==> src/rtl/iod_delay_line_ctrl.sv <==
// Tap sequencer for one IOD dynamic delay line: turns absolute tap / reload
// requests into spaced DELAY_LINE_LOAD / MOVE pulses and tracks the current tap.
//
// state  | meaning
// INIT   | post-reset auto-load; LOAD pulse held for one cycle
// IDLE   | ready for a request
// LOAD   | DELAY_LINE_LOAD pulse cycle
// STEP   | DELAY_LINE_MOVE pulse cycle
// SETTLE | pulse-free settle window, decides next action on its last cycle
// FIN    | DONE pulse cycle
module iod_delay_line_ctrl #(
   parameter int TAP_W         = 8,
   parameter int LOAD_VAL      = 1,
   parameter int MAX_TAP       = 255,
   parameter int SETTLE_CYCLES = 4
) (
   input  logic             FAB_CLK,
   input  logic             RESET_N,
   input  logic             REQ_VALID,
   input  logic             REQ_LOAD,
   input  logic [TAP_W-1:0] REQ_TAP,
   output logic             REQ_READY,
   output logic             DONE,
   output logic             ERR,
   output logic             BUSY,
   output logic [TAP_W-1:0] CUR_TAP,
   output logic             DELAY_LINE_LOAD,
   output logic             DELAY_LINE_MOVE,
   output logic             DELAY_LINE_DIRECTION,
   input  logic             DELAY_LINE_OUT_OF_RANGE
);

   localparam int CNT_W = (SETTLE_CYCLES > 1) ? $clog2(SETTLE_CYCLES) : 1;
   localparam logic [CNT_W-1:0] SETTLE_LAST = CNT_W'(SETTLE_CYCLES - 1);
   localparam logic [TAP_W-1:0] LOAD_TAP    = TAP_W'(LOAD_VAL);
   localparam logic [TAP_W:0]   MAX_TAP_X   = (TAP_W+1)'(MAX_TAP);

   typedef enum logic [2:0] {
      S_INIT,
      S_IDLE,
      S_LOAD,
      S_STEP,
      S_SETTLE,
      S_FIN
   } state_t;

   state_t             state_q, state_n;
   logic [TAP_W-1:0]   tgt_q, tgt_n;
   logic [TAP_W-1:0]   tap_n;
   logic [CNT_W-1:0]   cnt_q, cnt_n;
   logic               last_load_q, last_load_n;
   logic               boot_q, boot_n;
   logic               dir_n, err_n;
   logic               load_n, move_n;

   always_comb begin
      state_n     = state_q;
      tgt_n       = tgt_q;
      tap_n       = CUR_TAP;
      cnt_n       = cnt_q;
      last_load_n = last_load_q;
      boot_n      = boot_q;
      dir_n       = DELAY_LINE_DIRECTION;
      err_n       = ERR;

      case (state_q)
         S_INIT: begin
            // the registered LOAD output marks the second INIT cycle
            tap_n = LOAD_TAP;
            if (DELAY_LINE_LOAD) begin
               state_n     = S_SETTLE;
               cnt_n       = SETTLE_LAST;
               last_load_n = 1'b1;
            end
         end
         S_IDLE: begin
            if (REQ_VALID && REQ_READY) begin
               err_n = 1'b0;
               if (REQ_LOAD) begin
                  state_n = S_LOAD;
               end else if ({1'b0, REQ_TAP} > MAX_TAP_X) begin
                  err_n   = 1'b1;
                  state_n = S_FIN;
               end else if (REQ_TAP == CUR_TAP) begin
                  state_n = S_FIN;
               end else begin
                  tgt_n   = REQ_TAP;
                  dir_n   = (REQ_TAP > CUR_TAP);
                  state_n = S_STEP;
               end
            end
         end
         S_LOAD: begin
            tap_n       = LOAD_TAP;
            last_load_n = 1'b1;
            cnt_n       = SETTLE_LAST;
            state_n     = S_SETTLE;
         end
         S_STEP: begin
            tap_n       = DELAY_LINE_DIRECTION ? CUR_TAP + TAP_W'(1) : CUR_TAP - TAP_W'(1);
            last_load_n = 1'b0;
            cnt_n       = SETTLE_LAST;
            state_n     = S_SETTLE;
         end
         S_SETTLE: begin
            if (cnt_q != '0) begin
               cnt_n = cnt_q - CNT_W'(1);
            end else begin
               boot_n = 1'b0;
               if (DELAY_LINE_OUT_OF_RANGE) begin
                  err_n = 1'b1;
                  if (!last_load_q)
                     tap_n = DELAY_LINE_DIRECTION ? CUR_TAP - TAP_W'(1) : CUR_TAP + TAP_W'(1);
                  state_n = boot_q ? S_IDLE : S_FIN;
               end else if (last_load_q || (CUR_TAP == tgt_q)) begin
                  state_n = boot_q ? S_IDLE : S_FIN;
               end else begin
                  state_n = S_STEP;
               end
            end
         end
         S_FIN: begin
            state_n = S_IDLE;
         end
         default: begin
            state_n = S_INIT;
         end
      endcase

      load_n = (state_n == S_LOAD) || ((state_q == S_INIT) && (state_n == S_INIT));
      move_n = (state_n == S_STEP);
   end

   always_ff @(posedge FAB_CLK) begin
      if (!RESET_N) begin
         state_q              <= S_INIT;
         tgt_q                <= LOAD_TAP;
         cnt_q                <= '0;
         last_load_q          <= 1'b1;
         boot_q               <= 1'b1;
         CUR_TAP              <= LOAD_TAP;
         REQ_READY            <= 1'b0;
         DONE                 <= 1'b0;
         ERR                  <= 1'b0;
         BUSY                 <= 1'b1;
         DELAY_LINE_LOAD      <= 1'b0;
         DELAY_LINE_MOVE      <= 1'b0;
         DELAY_LINE_DIRECTION <= 1'b0;
      end else begin
         state_q              <= state_n;
         tgt_q                <= tgt_n;
         cnt_q                <= cnt_n;
         last_load_q          <= last_load_n;
         boot_q               <= boot_n;
         CUR_TAP              <= tap_n;
         REQ_READY            <= (state_n == S_IDLE);
         DONE                 <= (state_n == S_FIN);
         ERR                  <= err_n;
         BUSY                 <= (state_n != S_IDLE);
         DELAY_LINE_LOAD      <= load_n;
         DELAY_LINE_MOVE      <= move_n;
         DELAY_LINE_DIRECTION <= dir_n;
      end
   end

endmodule

==> config.mk <==
export PLATFORM = sky130hd
export DESIGN_NAME = iod_delay_line_ctrl
export DESIGN_NICKNAME = d
export VERILOG_FILES = /design/src/rtl/iod_delay_line_ctrl.sv
export SDC_FILE = /design/constraint.sdc
export NUM_CORES = 1
export LEC_CHECK = 0
export ABC_AREA = 1
export CAP_MARGIN = 5
export CORE_MARGIN = 10
export CORE_UTILIZATION = 45
export DETAILED_ROUTE_END_ITERATION = 10
export DONT_BUFFER_PORTS = 1
export GPL_ROUTABILITY_DRIVEN = 0
export PLACE_DENSITY_LB_ADDON = 0.2
export SLEW_MARGIN = 10
export SYNTH_ARGS = -nofsm -noshare
export SYNTH_HDL_FRONTEND = slang
export SYNTH_SLANG_ARGS = --single-unit
==> constraint.sdc <==
create_clock -name FAB_CLK -period 2.6 [get_ports FAB_CLK]
set_clock_uncertainty 0.1 [all_clocks]
set_input_delay 0.39 -clock FAB_CLK [delete_from_list [all_inputs] [get_ports FAB_CLK]]
set_output_delay 0.39 -clock FAB_CLK [all_outputs]
set_load 0.02 [all_outputs]
==> summary.txt, run 1 <==
Setup path
  • Worst Path Arrival: 2.31 ns
  • Slowest stage delay, CP: 0.56 ns
  • Top cell by count, worst path: inv_2
  • Crit start category: flop
  • WS Path Type: flop to flop
  • Crit-path cells: inv_2 -> ha_1 -> nand2_1 -> nor2_1 -> nand4_1 -> nand2_2 -> inv_2 -> o21ai_0 -> a21oi_1
  • CP Max Fanout: 14
  • WP buf/inv: 2
  • Worst setup EP type: flop
  • Critical path's slowest cell: dfxtp_1
  • Crit path required time: 2.67 ns
  • Critical path's top delay family: simple AND/OR/NAND/NOR gates

Yosys
  • Top post-synthesis cells by area: dfxtp_1 (31%), nand2_1 (12%), ha_1 (7.0%)
  • Post-Syn Instances: 285
  • Top post-synthesis cells by count: nand2_1 (62), nor2_1 (34), dfxtp_1 (30), inv_1 (27), nand3_1 (19)
  • Syn Area/Cell: 6.879 um2
  • Post-Syn Area: 1961 um2
  • Register area share after synthesis: 0.3063
  • Synth top area share: 0.3063
  • Yosys top cell by area: dfxtp_1
  • EDFF count, synth: 0
  • Number of synthesized register bits: 30
  • Ys async rst share: 0
  • Yosys warns: 0
  • Syn Nets: between 300 and 400
  • Count leader, synth: nand2_1
  • Synth Flop Type: dfxtp_1
  • Cell variety after synth: 31

STA
  • Worst Max-Slew Pin Slew: 0.4463 ns
  • Period utilization: 0.8626
  • RSZ-0062 raised after global routing: false
  • Minimum clock period after layout: 2.243 ns
  • Endpoints failing setup: 0
  • Relative slew slack: 0.7018
  • Max-slew violation count: 0
  • Setup TNS: 0 ns
  • Fin. Hold Viols: 0
  • Max Freq: 445.9 MHz
  • Worst hold slack: 0.07966 ns
  • Setup ws final: between 0.3 and 0.4 ns

Global routing
  • Number of global-route vias before repair: about 1,700
  • GRT Util Overall: 0.1396
  • Largest net degree at the start of global routing: 21
  • Initial antenna violation count: 0
  • GR Overflow Total: 0
  • First-pass GRT wire length: 8.300 mm

Clocking
  • Sink Count: 30
  • Reg clk slew, reported paths: 0.07 ns
  • Clock Tree Buf Depth: 2
  • Clk Latency, worst-skew pair: 0.28 ns
  • CTS tree: done
  • Cts repair resizes: 0
  • Setup repair bufs after CTS: 0
  • Hold-fix buffers, CTS: 0
  • Root Driver: clkbuf_8
  • Num CTS Buffers: 5
  • H-tree depth: 2

Drt
  • Drc violations: 0
  • Vias: 1,794
  • Final wirelength: 4.842 mm
  • Initial DRT Pass Iterations: 4
  • Routed vias/inst: about 5.2
  • Number of routed nets with antenna violations: 0
  • Wire per inst: 14.08 um
  • Initial DRC count: 84

Hold path
  • Tightest Hold Check Type: input port to flop

Final layout
  • Total Nets Final: 317
  • Final Instance Area: 2146 um2
  • Antenna diodes: 0
  • Layout Cells excl Fill: 344
  • Synthesis-to-finish area growth: 9.445%
  • Layout cell share with drive strength beyond 1: 0.1905
  • Fin util: 0.5214

Placement
  • Post-placement cell count: 336
  • Dpl ws: 0.3736 ns
  • Area after DPL: 2036 um2
  • DP Wirelength: about 3.7 mm
  • Buffers on Ports: 0

Power and ir drop
  • PnR Total Power: about 2.4 mW
  • LEAKAGE: 1.005 nW
  • Max VDD drop: 523.5 uV
  • Pwr Density: 1141 nW/um2

Floorplan
  • Row cnt: 23
  • Core area: 4115 um2
  • Initial Utilization: 0.4764
  • Boundary pin count: 28
  • Die Width: between 80 and 90 um
  • Die Area: 7397 um2
  • Die height: 86.01 um

Job
  • # Max-Cap Violations: 0

Run status
  • Status: complete, no violations
## cells by family after synthesis
| group | share of synthesized area |
|---|---|
| AO/OA/AOI/OAI | 0.1825 |
| flip-flops | 0.3063 |
| XOR/XNOR | 0.03573 |
| AND/OR/NAND/NOR | 0.3025 |
| buffers and inverters | 0.1027 |
| adder cells (fa/ha/maj) | 0.07020 |
## state kept, by name (all words and copies together), names as in the netlist
name                  cells
REQ_READY                 1
BUSY                      1
DELAY_LINE_DIRECTION      1
last_load_q               1
DONE                      1
state_q                   3
CUR_TAP                   8
boot_q                    1
DELAY_LINE_LOAD           1
tgt_q                     8
cnt_q                     2
ERR                       1
DELAY_LINE_MOVE           1
## report_power, final
part           internal (mW)  total, mW  switching, mW
registers              0.575      0.699          0.124
logic                  0.448       1.30          0.855
clock network          0.267      0.447          0.180
## path summary, 6_finish.rpt
check / start / end / slack (ns) / cells after the start
worst min register to register: boot_q / boot_q / 0.36 / 2
worst min-delay path: RESET_N / boot_q / 0.08 / 1
worst max register to register: CUR_TAP[5] / DELAY_LINE_DIRECTION / 0.36 / 9
worst max-delay path: CUR_TAP[5] / DELAY_LINE_DIRECTION / 0.36 / 9
## worst reg2reg max path, delay by kind of cell (launching register included)
family	cells	cell delay (ns)
AND/OR/NAND/NOR	4	0.67
flip-flops	1	0.56
adder cells (fa/ha/maj)	1	0.33
buffers and inverters	2	0.27
AO/OA/AOI/OAI	2	0.20
## routing by layer
| layer | share of wire | track usage | wire length, um | vias up |
|---|---|---|---|---|
| li1 | - | - | - | 941 |
| met1 | 0.43 | 0.1604 | 2064 | 800 |
| met4 | 0.024 | 0.07335 | 114 | 0 |
| met5 | 0 | 0 | 0 | - |
| met2 | 0.45 | 0.2197 | 2191 | 42 |
| met3 | 0.097 | 0.05203 | 471 | 11 |
## cell usage in the layout (no fill, tap or decap), drive strengths merged
| cell | instances |
|---|---|
| a21oi | 21 |
| a31oi | 3 |
| buf | 8 |
| clkbuf | 8 |
| dfxtp | 30 |
| ha | 11 |
| inv | 41 |
| nand2 | 64 |
| nand3 | 23 |
| nand4 | 3 |
| nor2 | 40 |
| nor3 | 2 |
| o211ai | 5 |
| o21ai | 24 |
| o21bai | 1 |
| o31ai | 1 |
| or2 | 1 |
| xnor2 | 4 |
| xor2 | 4 |
## final cells by class
cell class	count	area [um2]
timing repair buffer	8	60.06
sequential	30	600.6
fill	415	1969
inverter	41	153.9
tap	50	62.56
multi-input combinational	207	1159
clock buffer	8	110.1
Power figures use the tool's default switching activity.
==> run 2: changes to the inputs <==
--- a/config.mk
+++ b/config.mk
@@ -9,10 +9,12 @@
 export CAP_MARGIN = 5
 export CORE_MARGIN = 10
 export CORE_UTILIZATION = 45
+export CTS_BUF_LIST = sky130_fd_sc_hd__clkbuf_16
 export DETAILED_ROUTE_END_ITERATION = 10
 export DONT_BUFFER_PORTS = 1
 export GPL_ROUTABILITY_DRIVEN = 0
 export PLACE_DENSITY_LB_ADDON = 0.2
+export RECOVER_POWER = 50
 export SLEW_MARGIN = 10
 export SYNTH_ARGS = -nofsm -noshare
 export SYNTH_HDL_FRONTEND = slang
==> run 2 against run 1 <==
  * Die area stayed put
  * Cell area is 0.93% lower
  * Critical endpoint unchanged
  * Sequential power hardly changed
  * Register-to-register slack hardly changed
==> summary.txt, run 2 (synthesis results as in run 1) <==
Hold path
  • Worst hold start: RESET_N
  • Tightest Hold Check Type: input port to flop
  • Worst Hold Path EP: boot_q
  • Hold depth: 1 (unchanged)

Drt
  • Vias: 1,796 (+0.11%)
  • Routed vias/inst: 5.221 (+0.11%)
  • Wire per inst: 14.21 um (+0.95%)
  • Initial DRT Pass Iterations: 4 (unchanged)
  • Drc violations: 0 (unchanged)
  • Final wirelength: 4.888 mm (+0.95%)
  • Initial DRC count: 87 (+3.6%)
  • Number of routed nets with antenna violations: 0 (unchanged)

Clocking
  • Cts repair resizes: 0 (unchanged)
  • Sink Count: 30 (unchanged)
  • Clock Tree Buf Depth: 2 (unchanged)
  • Root Driver: clkbuf_16
  • Hold-fix buffers, CTS: 0 (unchanged)
  • Num CTS Buffers: 5 (unchanged)
  • CTS tree: done
  • Reg clk slew, reported paths: 0.05 ns (-0.02 ns)
  • H-tree depth: 2 (unchanged)
  • Clk Latency, worst-skew pair: 0.28 ns (about the same)
  • Setup repair bufs after CTS: 0 (unchanged)

Placement
  • Buffers on Ports: 0 (unchanged)
  • DP Wirelength: 3.721 mm (unchanged)
  • Area after DPL: 2036 um2 (unchanged)

STA
  • Worst hold slack: 0.09472 ns (+0.01506 ns)
  • Period utilization: 0.8666 (+0.003998)
  • Max Freq: 443.8 MHz (-0.46%)
  • Relative slew slack: 0.4847 (-0.2170)
  • Max-slew violation count: 0 (unchanged)
  • Minimum clock period after layout: 2.253 ns (+0.01039 ns)
  • Worst Max-Slew Pin Slew: 0.7721 ns (+0.3258 ns)
  • RSZ-0062 raised after global routing: false
  • Endpoints failing setup: 0 (unchanged)
  • Fin. Hold Viols: 0 (unchanged)
  • Setup TNS: 0 ns (unchanged)

Floorplan
  • Core area: 4115 um2 (unchanged)
  • Initial Utilization: 0.4764 (unchanged)
  • Boundary pin count: 28 (unchanged)
  • Die Width: 86.01 um (unchanged)
  • Row cnt: 23 (unchanged)
  • Die height: 86.01 um (unchanged)
  • Die Area: 7397 um2 (unchanged)

Final layout
  • Total Nets Final: 317 (unchanged)
  • Antenna diodes: 0 (unchanged)
  • Fin util: 0.5166 (-0.004865)
  • Layout cell share with drive strength beyond 1: 0.1361 (-0.05442)
  • Final Instance Area: 2126 um2 (-0.93%)
  • Largest registers: CUR_TAP (8), tgt_q (8), state_q (3)
  • Most common cell after layout, fill and taps aside: nand2_1
  • Most frequent cells in the layout: nand2_1 (62), nor2_1 (35), dfxtp_1 (30), inv_1 (30), nand3_1 (20)
  • Synthesis-to-finish area growth: 8.424%

Power and ir drop
  • Max VDD drop: 513.4 uV (-1.9%)
  • Pwr Density: 1167 nW/um2 (+2.2%)
  • LEAKAGE: 0.9838 nW (-2.1%)
  • Internal: 1.319 mW (+2.2%)
  • Reg power frac: 0.280 (-0.006)
  • NetSw: 1.161 mW (+0.20%)
  • Sw Ratio: 0.4683 (-0.004999)
  • Power share of the clock group: 0.216 (+0.033)
  • Gate power share: 0.503 (-0.029)

Setup path
  • WS Path Type: flop to flop
  • CP Max Fanout: 14 (unchanged)
  • R2r startpoint: CUR_TAP[5]
  • Worst reg2reg setup slack: 0.35 ns (about the same)
  • Worst setup EP type: flop
  • R2R Path End: DELAY_LINE_DIRECTION
  • Crit start category: flop
  • Crit path required time: 2.65 ns (-0.02 ns)
  • Worst R2R Path Depth: 9 (unchanged)
  • Worst Path Arrival: 2.31 ns (about the same)

Global routing
  • Number of global-route vias before repair: 1,704 (+0.53%)
  • First-pass GRT wire length: 8.342 mm (+0.51%)
  • Initial antenna violation count: 0 (unchanged)
  • GRT Util Overall: 0.1390 (-0.0005792)
  • Largest net degree at the start of global routing: 21 (unchanged)
  • GR Overflow Total: 0 (unchanged)

Run status
  • Status: complete, no violations

Job
  • # Max-Cap Violations: 0 (unchanged)
[run 2: cell types whose count changed in the layout (fill, tap and decap cells not counted), moves of 3 or more]
cell and delta:
clkbuf_16 +5, clkinv_1 +4, buf_4 -7, inv_1 +3, clkbuf_1 +7, inv_2 -4
clkbuf_8 -8
[run 2: critical path, cell delays in order, from the launching register on]
cell and delay [ns]:
dfxtp_1 0.55, inv_2 0.17, ha_1 0.33, nand2_1 0.05
nor2_1 0.15, nand4_1 0.19, nand2_2 0.29, inv_2 0.10
o21ai_0 0.15, a21oi_1 0.06
[run 2: per-layer routing]
metal	track usage	vias up	share of wire
li1	-	939	-
met1	0.1620	808	0.44
met2	0.2224	41	0.45
met3	0.05109	8	0.091
met4	0.05988	0	0.018
met5	0	-	0
[run 2: area by class of cell]
class	instances	area (um2)
well taps	50	62.56
repair buffers	8	33.78
flip-flops and latches	30	600.6
inverters	41	153.9
fillers	426	1989
multi-input cells	207	1139
clock inverters	3	11.26
clock buffers	5	125.1
[run 2: worst max-delay path by stage]
stage,depth (start not counted),to,start,slack [ns]
5_1_grt,9,DELAY_LINE_DIRECTION,CUR_TAP[5],0.16
3_5_place_dp,9,DELAY_LINE_DIRECTION,CUR_TAP[5],0.37
2_1_floorplan,10,DELAY_LINE_LOAD,CUR_TAP[3],0.67
6_report,9,DELAY_LINE_DIRECTION,CUR_TAP[5],0.35
4_1_cts,9,DELAY_LINE_DIRECTION,CUR_TAP[5],0.37
3_3_place_gp,9,DELAY_LINE_DIRECTION,CUR_TAP[5],0.46
[run 2: power by group through the flow]
stage | registers [mW] | logic [mW] | clock network (mW)
2_1_floorplan | 0.773 | 0.956 | 0
3_3_place_gp | 0.708 | 1.29 | 0
3_5_place_dp | 0.710 | 1.31 | 0
4_1_cts | 0.702 | 1.31 | 0.556
5_1_grt | 0.712 | 1.42 | 0.573
6_report | 0.696 | 1.25 | 0.537
[run 2: metrics by stage]
| step | worst slack, ns | std cells | power (mW) |
|---|---|---|---|
| after floorplan | 0.6716 | 285 | 1.729 |
| after global placement | 0.4578 | 336 | 2.002 |
| after detailed placement | 0.3736 | 336 | 2.019 |
| after CTS | 0.3665 | 344 | 2.571 |
| after global routing | 0.1555 | 344 | 2.709 |
| final | 0.3469 | 344 | 2.480 |
==> run 3: changes to the inputs <==
--- a/config.mk
+++ b/config.mk
@@ -12,10 +12,11 @@
 export CTS_BUF_LIST = sky130_fd_sc_hd__clkbuf_16
 export DETAILED_ROUTE_END_ITERATION = 10
 export DONT_BUFFER_PORTS = 1
-export GPL_ROUTABILITY_DRIVEN = 0
+export GPL_ROUTABILITY_DRIVEN = 1
 export PLACE_DENSITY_LB_ADDON = 0.2
 export RECOVER_POWER = 50
 export SLEW_MARGIN = 10
 export SYNTH_ARGS = -nofsm -noshare
 export SYNTH_HDL_FRONTEND = slang
 export SYNTH_SLANG_ARGS = --single-unit
+export TNS_END_PERCENT = 30
==> constraint.sdc (replaced) <==
create_clock -name FAB_CLK -period 1.8 [get_ports FAB_CLK]
set_clock_uncertainty 0.1 [all_clocks]
set_input_delay 0.27 -clock FAB_CLK [delete_from_list [all_inputs] [get_ports FAB_CLK]]
set_output_delay 0.27 -clock FAB_CLK [all_outputs]
set_load 0.02 [all_outputs]
==> run 3 against run 2 <==
  * Global-route usage increased by 0.20 points
  * Setup slack got worse by 0.27 ns
  * Cell area increased by 12%
  * Clock power increased by 46%
  * Highest routed layer unchanged
==> summary.txt, run 3 (synthesis results as in run 1) <==
Run status
  • Status: complete, no violations

Final layout
  • Final Instance Area: 2379 um2 (+12%)
  • Most common cell after layout, fill and taps aside: nand2_1
  • Fill cell count: 406 (-4.7%)
  • Largest registers: CUR_TAP (8), tgt_q (8), state_q (3)
  • Antenna diodes: 0 (unchanged)
  • Layout cell share with drive strength beyond 1: 0.2816 (+0.1455)
  • Most frequent cells in the layout: nand2_1 (60), nor2_1 (33), inv_1 (25)
  • Total Nets Final: 333 (+5.0%)
  • Synthesis-to-finish area growth: 21.31%

STA
  • Worst Max-Slew Pin Slew: 0.3934 ns (-0.3787 ns)
  • RSZ-0062 raised after global routing: true
  • Relative slew slack: 0.7372 (+0.2525)
  • Setup TNS: 0 ns (unchanged)
  • Endpoints failing setup: 0 (unchanged)
  • Max Freq: 579.2 MHz (+30%)
  • Max-slew violation count: 0 (unchanged)
  • Period utilization: 0.9593 (+0.09269)
  • Minimum clock period after layout: 1.727 ns (-0.5264 ns)
  • Fin. Hold Viols: 0 (unchanged)

Setup path
  • WS Path Type: flop to flop
  • Worst reg2reg setup slack: 0.07 ns (-0.27 ns)
  • R2r startpoint: CUR_TAP[6]
  • Crit start category: flop
  • Worst R2R Path Depth: 9 (unchanged)
  • Crit path required time: 1.87 ns (-0.78 ns)
  • Worst Path Arrival: 1.80 ns (-0.51 ns)
  • Worst setup path endpoint: BUSY
  • CP Max Fanout: 3 (-11)
  • Critical Path Start: CUR_TAP[6]
  • Worst setup EP type: flop
  • R2R Path End: BUSY

Drt
  • Initial DRC count: 98 (+13%)
  • Drc violations: 0 (unchanged)
  • Wire per inst: 14.55 um (+2.4%)
  • Routed vias/inst: 5.240 (+0.36%)
  • Vias: 1,881 (+4.7%)
  • Initial DRT Pass Iterations: 4 (unchanged)
  • Number of routed nets with antenna violations: 0 (unchanged)
  • Final wirelength: 5.224 mm (+6.9%)

Global routing
  • Number of global-route vias before repair: 1,794 (+5.3%)
  • First-pass GRT wire length: 8.445 mm (+1.2%)
  • Largest net degree at the start of global routing: 18 (-14%)
  • GRT Util Overall: 0.1410 (+0.001987)
  • GR Util met3: 0.03690 (-0.01419)
  • GR Overflow Total: 0 (unchanged)
  • Met2 Usage GRT: 0.2346 (+0.01217)
  • Initial antenna violation count: 0 (unchanged)
  • Gr busiest metal: met2
  • GR Util met1: 0.1616 (-0.0004408)

Clocking
  • Root Driver: clkbuf_16
  • Num CTS Buffers: 5 (unchanged)
  • CTS tree: done
  • Reg clk slew, reported paths: 0.05 ns (about the same)
  • Clock Tree Buf Depth: 2 (unchanged)
  • Sink Count: 30 (unchanged)
  • Clk Latency, worst-skew pair: 0.27 ns (about the same)
  • H-tree depth: 2 (unchanged)

Floorplan
  • Die Area: 7397 um2 (unchanged)
  • Initial Utilization: 0.4764 (unchanged)
  • Core area: 4115 um2 (unchanged)
  • Die Width: 86.01 um (unchanged)
  • Boundary pin count: 28 (unchanged)
  • Die height: 86.01 um (unchanged)
  • Row cnt: 23 (unchanged)

Placement
  • Buffers on Ports: 0 (unchanged)
  • Area after DPL: 2145 um2 (+5.3%)
  • GPL Wtd Cong: 0.8068
  • DP Wirelength: 3.934 mm (+5.7%)

Hold path
  • Tightest Hold Check Type: input port to flop

Power and ir drop
  • LEAKAGE: 1.100 nW (+12%)
  • Max VDD drop: 719.1 uV (+40%)
  • Pwr Density: 1676 nW/um2 (+44%)

Job
  • # Max-Cap Violations: 0 (unchanged)
run 3: cell types whose count changed in the layout (fill, tap and decap cells not counted), moves of 3 or more:
| cell | delta |
|---|---|
| buf_4 | +18 |
| buf_6 | +3 |
| clkbuf_1 | -6 |
| clkinv_1 | -4 |
| dfxtp_1 | -6 |
| dfxtp_2 | +6 |
| ha_1 | -3 |
| ha_4 | +3 |
| inv_1 | -5 |
| inv_2 | +6 |
| o21ai_0 | -3 |
run 3: layout make-up:
type / count / area [um2] / area share
multi-input cells: 207 / 1229 / 0.5166
flip-flops and latches: 30 / 608.1 / 0.2557
repair buffers: 24 / 190.2 / 0.07996
inverters: 41 / 153.9 / 0.06470
clock buffers: 5 / 125.1 / 0.05260
well taps: 50 / 62.56 / 0.02630
clock inverters: 2 / 10.01 / 0.004208
run 3: worst min-delay path by stage:
stage | end | depth (start not counted) | from | slack (ns)
2_1_floorplan | tgt_q[2] | 2 | REQ_TAP[2] | 0.32
3_3_place_gp | boot_q | 1 | RESET_N | 0.24
3_5_place_dp | boot_q | 1 | RESET_N | 0.25
4_1_cts | CUR_TAP[7] | 2 | RESET_N | 0.004
5_1_grt | CUR_TAP[1] | 2 | RESET_N | 0.01
6_report | last_load_q | 1 | RESET_N | 0.009
run 3: critical path: stages, from the launching register on:
cell	delay, ns
dfxtp_2	0.32
inv_1	0.05
ha_1	0.28
nand2_2	0.07
nor2_4	0.10
nand4_1	0.21
o21ai_2	0.25
nand3_2	0.13
inv_1	0.07
nand2_1	0.04
run 3: power by group:
part	internal, mW	switching [mW]	leakage, nW
sequential	0.845	0.157	0.247
combinational	0.833	1.36	0.784
clock	0.498	0.288	0.0694
run 3: timing repair:
item                       CTS  global route
hold endpoints to repair     4             0
setup endpoints to repair    0            16
hold buffers                 1             0
setup buffers                0             2
resized for setup            0            19
run 3: stage by stage:
step	cells	setup WS, ns	hold WS, ns	util	power, mW
2_1_floorplan	285	0.03401	0.3158	-	2.530
3_3_place_gp	349	0.08454	0.2427	0.5211	3.078
3_5_place_dp	349	0.02901	0.2465	0.5211	3.096
4_1_cts	357	0.01761	0.003971	0.5564	3.898
5_1_grt	359	-0.05007	0.01398	0.5780	4.303
6_report	359	0.07334	0.009063	0.5780	3.986
run 3: per-layer routing:
layer	part of all wire	wire length [um]	up-vias
met2	0.49	2535	53
met1	0.42	2189	847
met4	0.010	53	0
li1	-	-	974
met5	0	0	-
met3	0.085	445	7
